File: src/rtl/layer_tmux.sv
// layer_tmux: time-multiplexed fully-connected layer with shared MACs, saturation and optional ReLU
module layer_tmux #(
  parameter int IN_N       = 4,
  parameter int OUT_N      = 4,
  parameter int NUM_PE     = 2,
  parameter int DATA_WIDTH = 8,
  parameter int ACC_WIDTH  = 24,
  parameter int FRAC_BITS  = 0
) (
  input  logic                                clk,
  input  logic                                rst_n,
  input  logic                                in_valid,
  output logic                                in_ready,
  input  logic                                relu_en,
  input  logic [IN_N*DATA_WIDTH-1:0]          in_vec,
  input  logic [OUT_N*IN_N*DATA_WIDTH-1:0]    weights,
  input  logic [OUT_N*DATA_WIDTH-1:0]         biases,
  output logic                                out_valid,
  input  logic                                out_ready,
  output logic [OUT_N*DATA_WIDTH-1:0]         out_vec
);
  localparam int G  = OUT_N / NUM_PE;
  localparam int JW = IN_N > 1 ? $clog2(IN_N) : 1;
  localparam int GW = G > 1 ? $clog2(G) : 1;
  localparam int DW = DATA_WIDTH;
  localparam logic signed [ACC_WIDTH-1:0] SMAX = ACC_WIDTH'((1 << (DW - 1)) - 1);
  localparam logic signed [ACC_WIDTH-1:0] SMIN = -SMAX - 1;

  typedef enum logic [1:0] {IDLE, BUSY, DONE} state_t;

  state_t state_q, state_d;
  logic [JW-1:0] j_q;
  logic [GW-1:0] g_q, gn;
  logic relu_q, accept, last_j, last_g;
  logic signed [DW-1:0] x_q [IN_N];
  logic signed [DW-1:0] w_q [G][NUM_PE][IN_N];
  logic signed [DW-1:0] b_q [G][NUM_PE];
  logic signed [DW-1:0] y_q [G][NUM_PE];
  logic signed [ACC_WIDTH-1:0] acc_q [NUM_PE];
  logic signed [2*DW-1:0] prod [NUM_PE];
  logic signed [ACC_WIDTH-1:0] sum [NUM_PE];
  logic signed [ACC_WIDTH-1:0] r [NUM_PE];
  logic signed [ACC_WIDTH-1:0] rld [NUM_PE];
  logic signed [DW-1:0] fin [NUM_PE];

  assign in_ready  = (state_q == IDLE) | ((state_q == DONE) & out_ready);
  assign out_valid = state_q == DONE;
  assign accept    = in_valid & in_ready;
  assign last_j    = j_q == JW'(IN_N - 1);
  assign last_g    = g_q == GW'(G - 1);
  assign gn        = last_g ? '0 : g_q + 1'b1;

  for (genvar a = 0; a < G; a++) begin : g_out
    for (genvar b = 0; b < NUM_PE; b++) begin : g_pe
      assign out_vec[(a*NUM_PE+b)*DW +: DW] = y_q[a][b];
    end
  end

  // Next state: accept wins in DONE so a waiting bundle follows the hand-off without a bubble
  always_comb begin
    state_d = accept ? BUSY
            : (state_q == BUSY && last_j && last_g) ? DONE
            : (state_q == DONE && out_ready) ? IDLE
            : state_q;
  end

  // Per-PE MAC sum, finalisation of the last term and next-group bias reload value
  always_comb begin
    for (int p = 0; p < NUM_PE; p++) begin
      prod[p] = x_q[j_q] * w_q[g_q][p][j_q];
      sum[p]  = acc_q[p] + ACC_WIDTH'(prod[p]);
      r[p]    = sum[p] >>> FRAC_BITS;
      fin[p]  = (relu_q && r[p] < 0) ? '0
              : r[p] > SMAX ? SMAX[DW-1:0]
              : r[p] < SMIN ? SMIN[DW-1:0]
              : r[p][DW-1:0];
      rld[p]  = ACC_WIDTH'(b_q[gn][p]) <<< FRAC_BITS;
    end
  end

  // State register
  always_ff @(posedge clk or negedge rst_n) begin
    if (!rst_n) state_q <= IDLE;
    else        state_q <= state_d;
  end

  // Operand capture, counters, accumulators and result registers
  always_ff @(posedge clk or negedge rst_n) begin
    if (!rst_n) begin
      j_q    <= '0;
      g_q    <= '0;
      relu_q <= 1'b0;
      for (int j = 0; j < IN_N; j++) x_q[j] <= '0;
      for (int p = 0; p < NUM_PE; p++) acc_q[p] <= '0;
      for (int g = 0; g < G; g++)
        for (int p = 0; p < NUM_PE; p++) begin
          b_q[g][p] <= '0;
          y_q[g][p] <= '0;
          for (int j = 0; j < IN_N; j++) w_q[g][p][j] <= '0;
        end
    end else if (accept) begin
      j_q    <= '0;
      g_q    <= '0;
      relu_q <= relu_en;
      for (int j = 0; j < IN_N; j++) x_q[j] <= in_vec[j*DW +: DW];
      for (int p = 0; p < NUM_PE; p++)
        acc_q[p] <= ACC_WIDTH'(signed'(biases[p*DW +: DW])) <<< FRAC_BITS;
      for (int g = 0; g < G; g++)
        for (int p = 0; p < NUM_PE; p++) begin
          b_q[g][p] <= biases[(g*NUM_PE+p)*DW +: DW];
          for (int j = 0; j < IN_N; j++)
            w_q[g][p][j] <= weights[((g*NUM_PE+p)*IN_N+j)*DW +: DW];
        end
    end else if (state_q == BUSY) begin
      j_q <= last_j ? '0 : j_q + 1'b1;
      if (last_j) g_q <= gn;
      for (int p = 0; p < NUM_PE; p++) begin
        acc_q[p] <= last_j ? rld[p] : sum[p];
        if (last_j) y_q[g_q][p] <= fin[p];
      end
    end
  end
endmodule

File: config.mk
export PLATFORM = sky130hd
export DESIGN_NAME = layer_tmux
export DESIGN_NICKNAME = d
export VERILOG_FILES = /design/src/rtl/layer_tmux.sv
export SDC_FILE = /design/constraint.sdc
export NUM_CORES = 1
export LEC_CHECK = 0
export CAP_MARGIN = 20
export CORE_MARGIN = 2
export CORE_UTILIZATION = 53
export CTS_CLUSTER_SIZE = 10
export DETAILED_ROUTE_END_ITERATION = 7
export GPL_TIMING_DRIVEN = 0
export HOLD_SLACK_MARGIN = 0.15
export PLACE_DENSITY = 0.79
export SKIP_LAST_GASP = 1
export SYNTH_ARGS = -nofsm -noshare
export SYNTH_HDL_FRONTEND = slang
export SYNTH_SLANG_ARGS = --single-unit
export TNS_END_PERCENT = 10
File: constraint.sdc
create_clock -name clk -period 7.9 [get_ports clk]
set_input_delay 1.58 -clock clk [delete_from_list [all_inputs] [get_ports clk]]
set_output_delay 1.58 -clock clk [all_outputs]
set_load 0.1 [all_outputs]
# Word-level counts from Yosys, hierarchy flattened
# Index checks and enable logic that the tools add are counted.
totals:
  regBits: 278
  elab_cells: 117
  out_inout_bits: 34
op_classes:
  n_bitwise: 7
  n_reduce_logical: 12
  mul: 2
  add_sub_neg: 4
  magnitude_cmp: 10
  mux: 45
  n_eq_ne: 3
ops:
  columns: ["op", "count"]
  rows:
  - ["two-way mux 64 bit", 3]
  - ["two-way mux 32 bit", 4]
  - ["two-way mux 8 bit", 13]
  - ["two-way mux 48 bit", 2]
  - ["bitwise mux 32 bit", 2]
  - ["two-way mux 16 bit", 4]
  - ["adder 24 x 16 -> 24 bit", 2]
  - ["binary-select mux 8 bit (select 2 bit)", 3]
  - ["greater-than comparator 24 x 8 -> 1 bit, second input constant", 2]
  - ["less-than comparator 24 x 1 -> 1 bit, second input constant", 2]
  - ["less-than comparator 24 x 8 -> 1 bit, second input constant", 2]
  - ["two-way mux 24 bit", 2]
  - ["demux 16 bit (select 1 bit)", 2]
  - ["multiplier 8 x 8 -> 16 bit", 2]
  - ["two-way mux 2 bit", 6]
  - ["logical AND 1 bit", 6]
  - ["equality test 2 bit, second input constant", 2]
  - ["greater-or-equal comparator 2 bit, second input constant", 2]
  - ["two-way mux 1 bit", 4]
  - ["NOT 1 -> 2 bit", 2]
  - ["AND reduction 2 bit", 2]
  - ["nonzero test 2 bit", 2]
  - ["greater-or-equal comparator 3 bit, second input constant", 1]
  - ["NOT 2 -> 3 bit", 1]
  - ["other kinds (9)", 10]

# Logic depth before layout (Yosys ltp)
# Gate-level depths: netlist of run 1.
logic_depth:
  word_depth: 19
  depth_mapped: 26
  mapped_depth_nobuf: 24

# Worst setup path after synthesis of run 1
# No wires, ideal clock.
synth_path:
  path_type: "flip-flop to flip-flop"
  start: "register g_q"
  end: "register y_q (netlist bit out_vec[24])"
  stages_incl_launch_ff: 23
  arrival_time_ns: 7.754
  period_less_slack_ns: 7.830
  setup_slack_ns: 0.070
  setup_time_ns: 0.077
  path_cell_list: "dfrtp_1 clkbuf_1 buf_1 mux4_2 mux2_2 and2_1 fa_1 fa_1 inv_1 fa_1 fa_1 inv_1 fa_1 ha_1 a21o_1 a31o_1 o211a_1 o31a_1 xnor2_1 or3_1 or4_4 a211o_1 o21ai_1"
synth_between:
  elab_chain_cells: 19
synth_rtl:
  columns: ["item", "line", "source"]
  rows:
  - ["from (decl)", "33", "logic [GW-1:0] g_q, gn;"]
  - ["from (signal assigned)", "116", "if (last_j) g_q <= gn;"]
  - ["NOT 1 -> 2 bit (implied by the code) (*)", "70, 119", null]
  - ["two-way mux 64 bit (implied by the code) (3 in series)", "70", "prod[p] = x_q[j_q] * w_q[g_q][p][j_q];"]
  - ["binary-select mux 8 bit (select 2 bit)", "70", null]
  - ["two-way mux 8 bit (implied by the code) (2 in series)", "70", null]
  - ["multiplier 8 x 8 -> 16 bit", "70", null]
  - ["adder 24 x 16 -> 24 bit", "71", "sum[p] = acc_q[p] + ACC_WIDTH'(prod[p]);"]
  - ["less-than comparator 24 x 8 -> 1 bit", "75", ": r[p] < SMIN ? SMIN[DW-1:0]"]
  - ["two-way mux 8 bit", "75", null]
  - ["two-way mux 8 bit", "74", ": r[p] > SMAX ? SMAX[DW-1:0]"]
  - ["two-way mux 8 bit", "73", "fin[p] = (relu_q && r[p] < 0) ? '0"]
  - ["bitwise mux 32 bit", "119", "if (last_j) y_q[g_q][p] <= fin[p];"]
  - ["two-way mux 32 bit", "119", null]
  - ["two-way mux 32 bit", "114", "end else if (state_q == BUSY) begin"]
  - ["two-way mux 32 bit", "101", "end else if (accept) begin"]
  - ["bitwise mux 32 bit", "119", null]
  - ["two-way mux 32 bit (*)", "119", null]
  - ["to (signal, indexed assignment)", "119", null]
  - ["to (decl)", "38", "logic signed [DW-1:0] y_q [G][NUM_PE];"]
# Every way passes the cells marked *; elsewhere a longest branch is shown, timed or not. The select of a mux whose other input is x is not followed.
# A chain may end at the register's enable or synchronous reset.

# Final worst setup path of run 1
layout_path:
  start: "register g_q"
  end: "register y_q (netlist bit out_vec[4])"
# Same word-level chain as after synthesis.

==> results.json, run 1 <==
{
  "status": "complete, no violations",
  "power_frac_comb": 0.621,
  "synth.distinct_cells": 70,
  "hold_path_class": "reg -> reg",
  "worstRegToRegCells": 22,
  "dr.pass1.iters": 6,
  "fin_total_pwr_uw": 8000,
  "crit_end": "out_vec[4]",
  "criticalPathCategory": "reg -> reg",
  "cp.depth": 22,
  "grt_pass1_wl_mm": 103,
  "synth.avg_cell_area_um2": 9.32,
  "overflow": 0,
  "path_common_cell": "fa_1",
  "r2r_end": "out_vec[4]",
  "vias": 18300,
  "rrSetupSlack_ns": 0.09,
  "maxSlewHeadroom": 0.295,
  "crit_buf_inv": 4,
  "endpoint_kind": "flop",
  "yosys_most_used_dff": "dfrtp_1",
  "die_h_um": 204,
  "critPathRequiredTime_ns": 8.31,
  "synthesis.area_um2": 21200,
  "crit_chain": "buf_12, clkbuf_16, buf_4, mux4_2, mux2i_4, nand2b_1, fa_1, fa_1, inv_1, fa_1, fa_1, fa_1, ha_1, nand2_1, o31a_1, o21a_1, a311oi_2, nand2_1, or4_1, o41a_1, nand2b_4, o22a_1",
  "setup_viol": 0,
  "internal-power_uw": 4370,
  "worst_path_max_delay_cell": "fa_1",
  "area_growth_pct": 22.6,
  "row_count": 73,
  "hold_slack_ns": 0.472,
  "clkLatencyLatePin_ns": 0.54,
  "ant_nets": 0,
  "io_pins": 231,
  "synth_top_area_cell": "dfrtp_1",
  "reg2reg_from": "g_q",
  "finalClockSkew_ns": 0.0195,
  "avgRoutedWirePerCell_um": 21.2,
  "fin_cells": 3115,
  "cts_max_level": 2,
  "setup_ws_ns": 0.0939,
  "drtIter0Drc": 1835,
  "crit_path_max_incr_delay_ns": 0.57,
  "die_area_um2": 41600,
  "grt_pass1_vias": 18800,
  "startpoint_type": "flop",
  "yosysTopAreaCellShare": 0.328,
  "gp_congestion": 0.906,
  "power_density_nw_per_um2": 308,
  "syn_nets": 2789,
  "fmax_ghz": 0.128,
  "synth_area_leaders": "dfrtp_1, fa_1, nand2_1",
  "ys_async_sr_fraction": 1.00,
  "hold_violations": 0,
  "seqPwrFrac": 0.192,
  "clk_path_buf_depth": 3,
  "clkSlewWorstSetupHoldPaths_ns": 0.05,
  "p_clk_frac": 0.187,
  "nNetsFinal": 3094,
  "grt_max_degree": 122,
  "postPlaceCellArea_um2": 24200,
  "drive_gt1_frac": 0.0846,
  "diodes": 0,
  "dp_cells": 3033,
  "worstPathArrival_ns": 8.22,
  "worst_pin_slew_ns": 1.06,
  "synth-seq-cells": 278,
  "cts.root.buffer_cell": "clkbuf_16",
  "maxSlewViolCount": 0,
  "p_sw_frac": 0.454,
  "synth-warning-count": 0,
  "synth_common_cells": "nand2_1, dfrtp_1, fa_1",
  "drv_cap": 0,
  "pre_cts_ws_ns": -1.94,
  "cts_buffers": 35,
  "cp_max_fo": 8,
  "antenna_found_initial": 0,
  "tritoncts": "done",
  "core_um2": 39600,
  "synth.most_common_cell": "nand2_1",
  "synth_edf_count": 0,
  "cts_hold_buf": 0,
  "die_w_um": 204,
  "power_switching_uw": 3630,
  "start_util": 0.535,
  "cp-startpoint": "g_q",
  "syn_inst": 2275,
  "fillers": 3088,
  "drcViolationCount": 0,
  "ir_drop_v": 0.000173,
  "cts_sinks": 278,
  "avgViaCountPerCell": 5.88,
  "leakage_uw": 0.0129,
  "synth_seq_area_share": 0.328,
  "io_buffers": 230,
  "cpLargestDelayFamily": "adder cells",
  "wl_mm": 66.2,
  "fin_crit_sh": 0.988,
  "fin_crit_ns": 7.81,
  "stdcell_area_um2": 26000,
  "grt_use_total": 0.324,
  "dp_hpwl_mm": 50.1
}
-- flip-flops by register name (all words and copies together), names as in the netlist --
| register | count |
|---|---|
| w_q | 128 |
| acc_q | 48 |
| b_q | 32 |
| out_vec | 32 |
| x_q | 32 |
| j_q | 2 |
| state_q | 2 |
| g_q | 1 |
| relu_q | 1 |
-- final cells by class --
class,instances,area (um^2),area share
inverter,202,769,0.0296
sequential,278,6960,0.268
multi-input combinational,1691,13400,0.515
clock inverter,5,68.8,0.00265
timing repair buffer,271,2730,0.105
buffer,101,467,0.0180
tap,525,657,0.0253
clock buffer,42,952,0.0366
-- what timing repair did --
action                                  4_1_cts  5_1_grt
endpoints found under the hold margin         0        0
pin swaps                                     2       10
gates cloned                                  0        2
resized for setup                            64       55
endpoints found under the setup margin       58       30
buffers inserted                              8       28
-- layer usage --
metal / routed length (um) / vias up / part of all wire / track usage
met5: 0 / - / 0 / 0
met4: 2890 / 0 / 0.044 / 0.131
met3: 6900 / 218 / 0.10 / 0.0582
met2: 30700 / 1094 / 0.46 / 0.521
met1: 25600 / 9000 / 0.39 / 0.439
li1: - / 7999 / - / -
-- power by group through the flow --
stage	clock network [uW]	registers (uW)	logic [uW]
after floorplan	0	1540	3370
after global placement	0	1550	4490
after detailed placement	0	1560	4580
after CTS	1500	1530	4710
after global routing	1550	1540	5510
final	1500	1530	4970
-- worst reg2reg max path, stage by stage, from the launching register on --
cell	delay (ns)
dfrtp_4	0.50
buf_12	0.17
clkbuf_16	0.17
buf_4	0.13
mux4_2	0.48
mux2i_4	0.34
nand2b_1	0.18
fa_1	0.45
fa_1	0.56
inv_1	0.07
fa_1	0.51
fa_1	0.57
fa_1	0.43
ha_1	0.37
nand2_1	0.09
o31a_1	0.37
o21a_1	0.28
a311oi_2	0.34
nand2_1	0.16
or4_1	0.54
o41a_1	0.53
nand2b_4	0.23
o22a_1	0.21
-- through the flow --
stage,util,TNS (ns)
5_1_grt,0.656,-0.496
2_1_floorplan,-,0
3_5_place_dp,0.612,-67.57
3_3_place_gp,0.609,-1855.15
6_report,0.656,0
4_1_cts,0.644,-0.00235
-- cells in the final DEF (no fill, tap or decap), types with 9 or more instances in the layout --
master,n
clkbuf_16,37
nand3_1,9
nand2_1,701
nor2_1,99
xor2_1,10
mux4_2,34
buf_4,36
mux2_2,11
fa_1,205
o211ai_1,27
nand4_1,9
clkdlybuf4s50_1,229
a21o_1,15
nand2b_1,21
dfrtp_1,276
a211oi_1,21
a21oi_1,54
nor2b_1,24
ha_1,107
o21ai_1,17
o21a_1,12
mux2i_1,24
or3_1,9
mux2i_4,9
xnor2_1,32
and2_1,18
inv_1,198
o21ai_0,85
clkbuf_1,77
-- cell families after synthesis --
group	Yosys count	share of synthesized area
and+or+nand+nor	932	0.181
AOI/OAI and AO/OA	317	0.0980
adders and majority gates	317	0.261
buffers and inverters	306	0.0547
DFF	278	0.328
muxes	82	0.0596
xor gates and xnor gates	43	0.0178
-- how the worst min path moves through the flow --
stage / from / endpoint / cells past startpoint
after global routing: x_q[20] / x_q[20] / 2
after CTS: w_q[81] / w_q[81] / 2
final: w_q[85] / w_q[85] / 2
after floorplan: b_q[5] / b_q[5] / 2
after detailed placement: x_q[20] / x_q[20] / 2
after global placement: w_q[112] / w_q[112] / 2
(Power assumes the default switching activity.)
==> run 2, diff against run 1 <==
==> constraint.sdc (replaced) <==
create_clock -name clk -period 6.3 [get_ports clk]
set_input_delay 1.26 -clock clk [delete_from_list [all_inputs] [get_ports clk]]
set_output_delay 1.26 -clock clk [all_outputs]
set_load 0.1 [all_outputs]
==> run 2 against run 1 <==
Compared with the run above: global-route usage increased by 0.21 points; hold slack got worse by 0.0015 ns; critical path depth is 2 higher; cell area grew 3.9%; clock-buffer cell count unchanged; largest cell class unchanged; die area stayed put; fmax up 4.4%; clock power is 26% higher; the flow now finishes with violations (negative setup slack); highest routed layer is now met5; non-clock buffer count is 48 higher.
==> results.json, run 2 (synthesis gave the netlist of run 1 again) <==
{
  "clkLatencyLatePin_ns": 0.55,
  "p_sw_frac": 0.441,
  "start_util": 0.535,
  "top_regs": "w_q x128, acc_q x48",
  "critPathRequiredTime_ns": 6.73,
  "die_w_um": 204,
  "hold_path_class": "reg -> reg",
  "holdPathStages": 2,
  "cts_max_level": 2,
  "die_h_um": 204,
  "p_clk_frac": 0.161,
  "drcViolationCount": 0,
  "grt_use_total": 0.326,
  "hold_violations": 0,
  "io_buffers": 230,
  "area_growth_pct": 27.5,
  "crit_chain": "clkbuf_8, clkbuf_8, mux4_2, mux2i_4, nor2_1, fa_2, inv_2, fa_1, inv_1, fa_1, fa_1, ha_1, ha_1, buf_6, buf_12, a21oi_1, a31oi_2, a211oi_4, xor2_2, nand4_1, or4_4, o41a_1, nand2b_4, o22a_1",
  "diodes": 0,
  "clk_path_buf_depth": 3,
  "grt_pass1_wl_mm": 105,
  "gp_congestion": 0.948,
  "nNetsFinal": 3143,
  "top_register": "w_q",
  "drv_cap": 0,
  "leakage_uw": 0.0133,
  "cts.root.buffer_cell": "clkbuf_16",
  "grt_pass1_vias": 19600,
  "grt_max_degree": 119,
  "violations": "negative setup slack",
  "fin_crit_ns": 7.47,
  "worst_pin_slew_ns": 1.00,
  "overflow": 0,
  "drive_gt1_frac": 0.133,
  "final_common_cell": "nand2_1",
  "most-common-layout-cells": "nand2_1, dfrtp_1, clkdlybuf4s50_1, fa_1, inv_1",
  "die_area_um2": 41600,
  "power_density_nw_per_um2": 435,
  "finalSetupTns_ns": -37.39,
  "setup_ws_ns": -1.17,
  "maxSlewViolCount": 0,
  "power_frac_comb": 0.676,
  "ir_drop_v": 0.000353,
  "core_um2": 39600,
  "criticalPathCategory": "reg -> reg",
  "avgViaCountPerCell": 5.78,
  "rsz0062_at_grt": "true",
  "dp_hpwl_mm": 49.8,
  "drtIter0Drc": 1500,
  "fin_cells": 3164,
  "cts_sinks": 278,
  "largest_reg_flops": 128,
  "ant_nets": 0,
  "startpoint_type": "flop",
  "cts_hold_buf": 0,
  "path_common_cell": "fa_1",
  "worstRegToRegCells": 24,
  "power_switching_uw": 5180,
  "clkSlewWorstSetupHoldPaths_ns": 0.06,
  "io_pins": 231,
  "maxSlewHeadroom": 0.331,
  "dr.pass1.iters": 5,
  "row_count": 73,
  "status": "finished with violations",
  "vias": 18300,
  "endpoint_kind": "flop",
  "wl_mm": 66.0,
  "cp_max_fo": 10,
  "worst_path_max_delay_cell": "fa_2",
  "seqPwrFrac": 0.164,
  "worstPathArrival_ns": 7.91,
  "internal-power_uw": 6560,
  "dp_cells": 3033,
  "fmax_ghz": 0.134,
  "tritoncts": "done",
  "avgRoutedWirePerCell_um": 20.9,
  "cts_buffers": 35,
  "finalClockSkew_ns": 0.0159,
  "crit_path_max_incr_delay_ns": 0.56,
  "antenna_found_initial": 1,
  "fin_crit_sh": 1.19,
  "setup_viol": 48,
  "pre_cts_ws_ns": -1.84
}
## run 2: cell count changes in the layout (fill, tap and decap cells not counted), sizes merged
cell      before  now
buf           57  107
clkbuf       128  126
clkinvlp       3    1
and2          22   23
bufinv         1    2
inv          201  202
## run 2: timing repair
item	CTS	global route
gates resized for setup	129	58
endpoints found under the hold margin	0	0
setup buffers	69	18
gates cloned	2	0
endpoints found under the setup margin	60	58
pin swaps	50	32
## run 2: worst max-delay path: cells and delay by family, from the launching register on
| kind | cells | cell delay (ns) |
|---|---|---|
| simple gates | 4 | 0.99 |
| xor+xnor | 1 | 0.19 |
| flops | 1 | 0.45 |
| buf+inv | 6 | 0.84 |
| mux | 2 | 0.74 |
| fa+ha+maj | 6 | 2.68 |
| compound gates | 5 | 1.43 |
## run 2: path summary, 6_finish.rpt
path | endpoint | start | slack (ns)
worst min-delay path | w_q[97] | w_q[97] | 0.47
min in group asynchronous | w_q[100] | rst_n | 0.65
max in group asynchronous | w_q[71] | rst_n | 4.68
worst max-delay path | out_vec[3] | j_q[0] | -1.17
worst min register to register | w_q[97] | w_q[97] | 0.47
worst max register to register | out_vec[3] | j_q[0] | -1.17
## run 2: stage by stage
step           hold WS, ns  power (uW)  instance area, um^2  utilization
6_report             0.470       11700                27000        0.682
5_1_grt              0.481       12500                27000        0.682
4_1_cts              0.471       11100                26700        0.673
3_5_place_dp         0.457        7970                24500        0.618
3_3_place_gp         0.453        7780                24400        0.617
2_1_floorplan        0.438        6320                21500            -
## run 2: power by group through the flow
stage | clock network, uW | logic (uW) | registers [uW]
after floorplan | 0 | 4390 | 1930
after global routing | 1970 | 8590 | 1930
after CTS | 1900 | 7270 | 1920
after global placement | 0 | 5840 | 1950
final | 1890 | 7930 | 1920
after detailed placement | 0 | 6020 | 1950
## run 2: final cells by class
type | instances | area [um^2]
well taps | 525 | 657
plain buffers | 99 | 554
multi-input cells | 1692 | 13900
clock inverters | 5 | 115
clock buffers | 42 | 922
inverters | 202 | 764
fillers | 3003 | 12600
repair buffers | 321 | 3150
flip-flops and latches | 278 | 6960
## run 2: routing by layer
metal	vias to the layer above	track usage	routed length [um]
li1	8105	-	-
met1	9064	0.407	25300
met2	935	0.553	32300
met3	197	0.0596	5260
met4	2	0.153	3150
met5	-	0	13
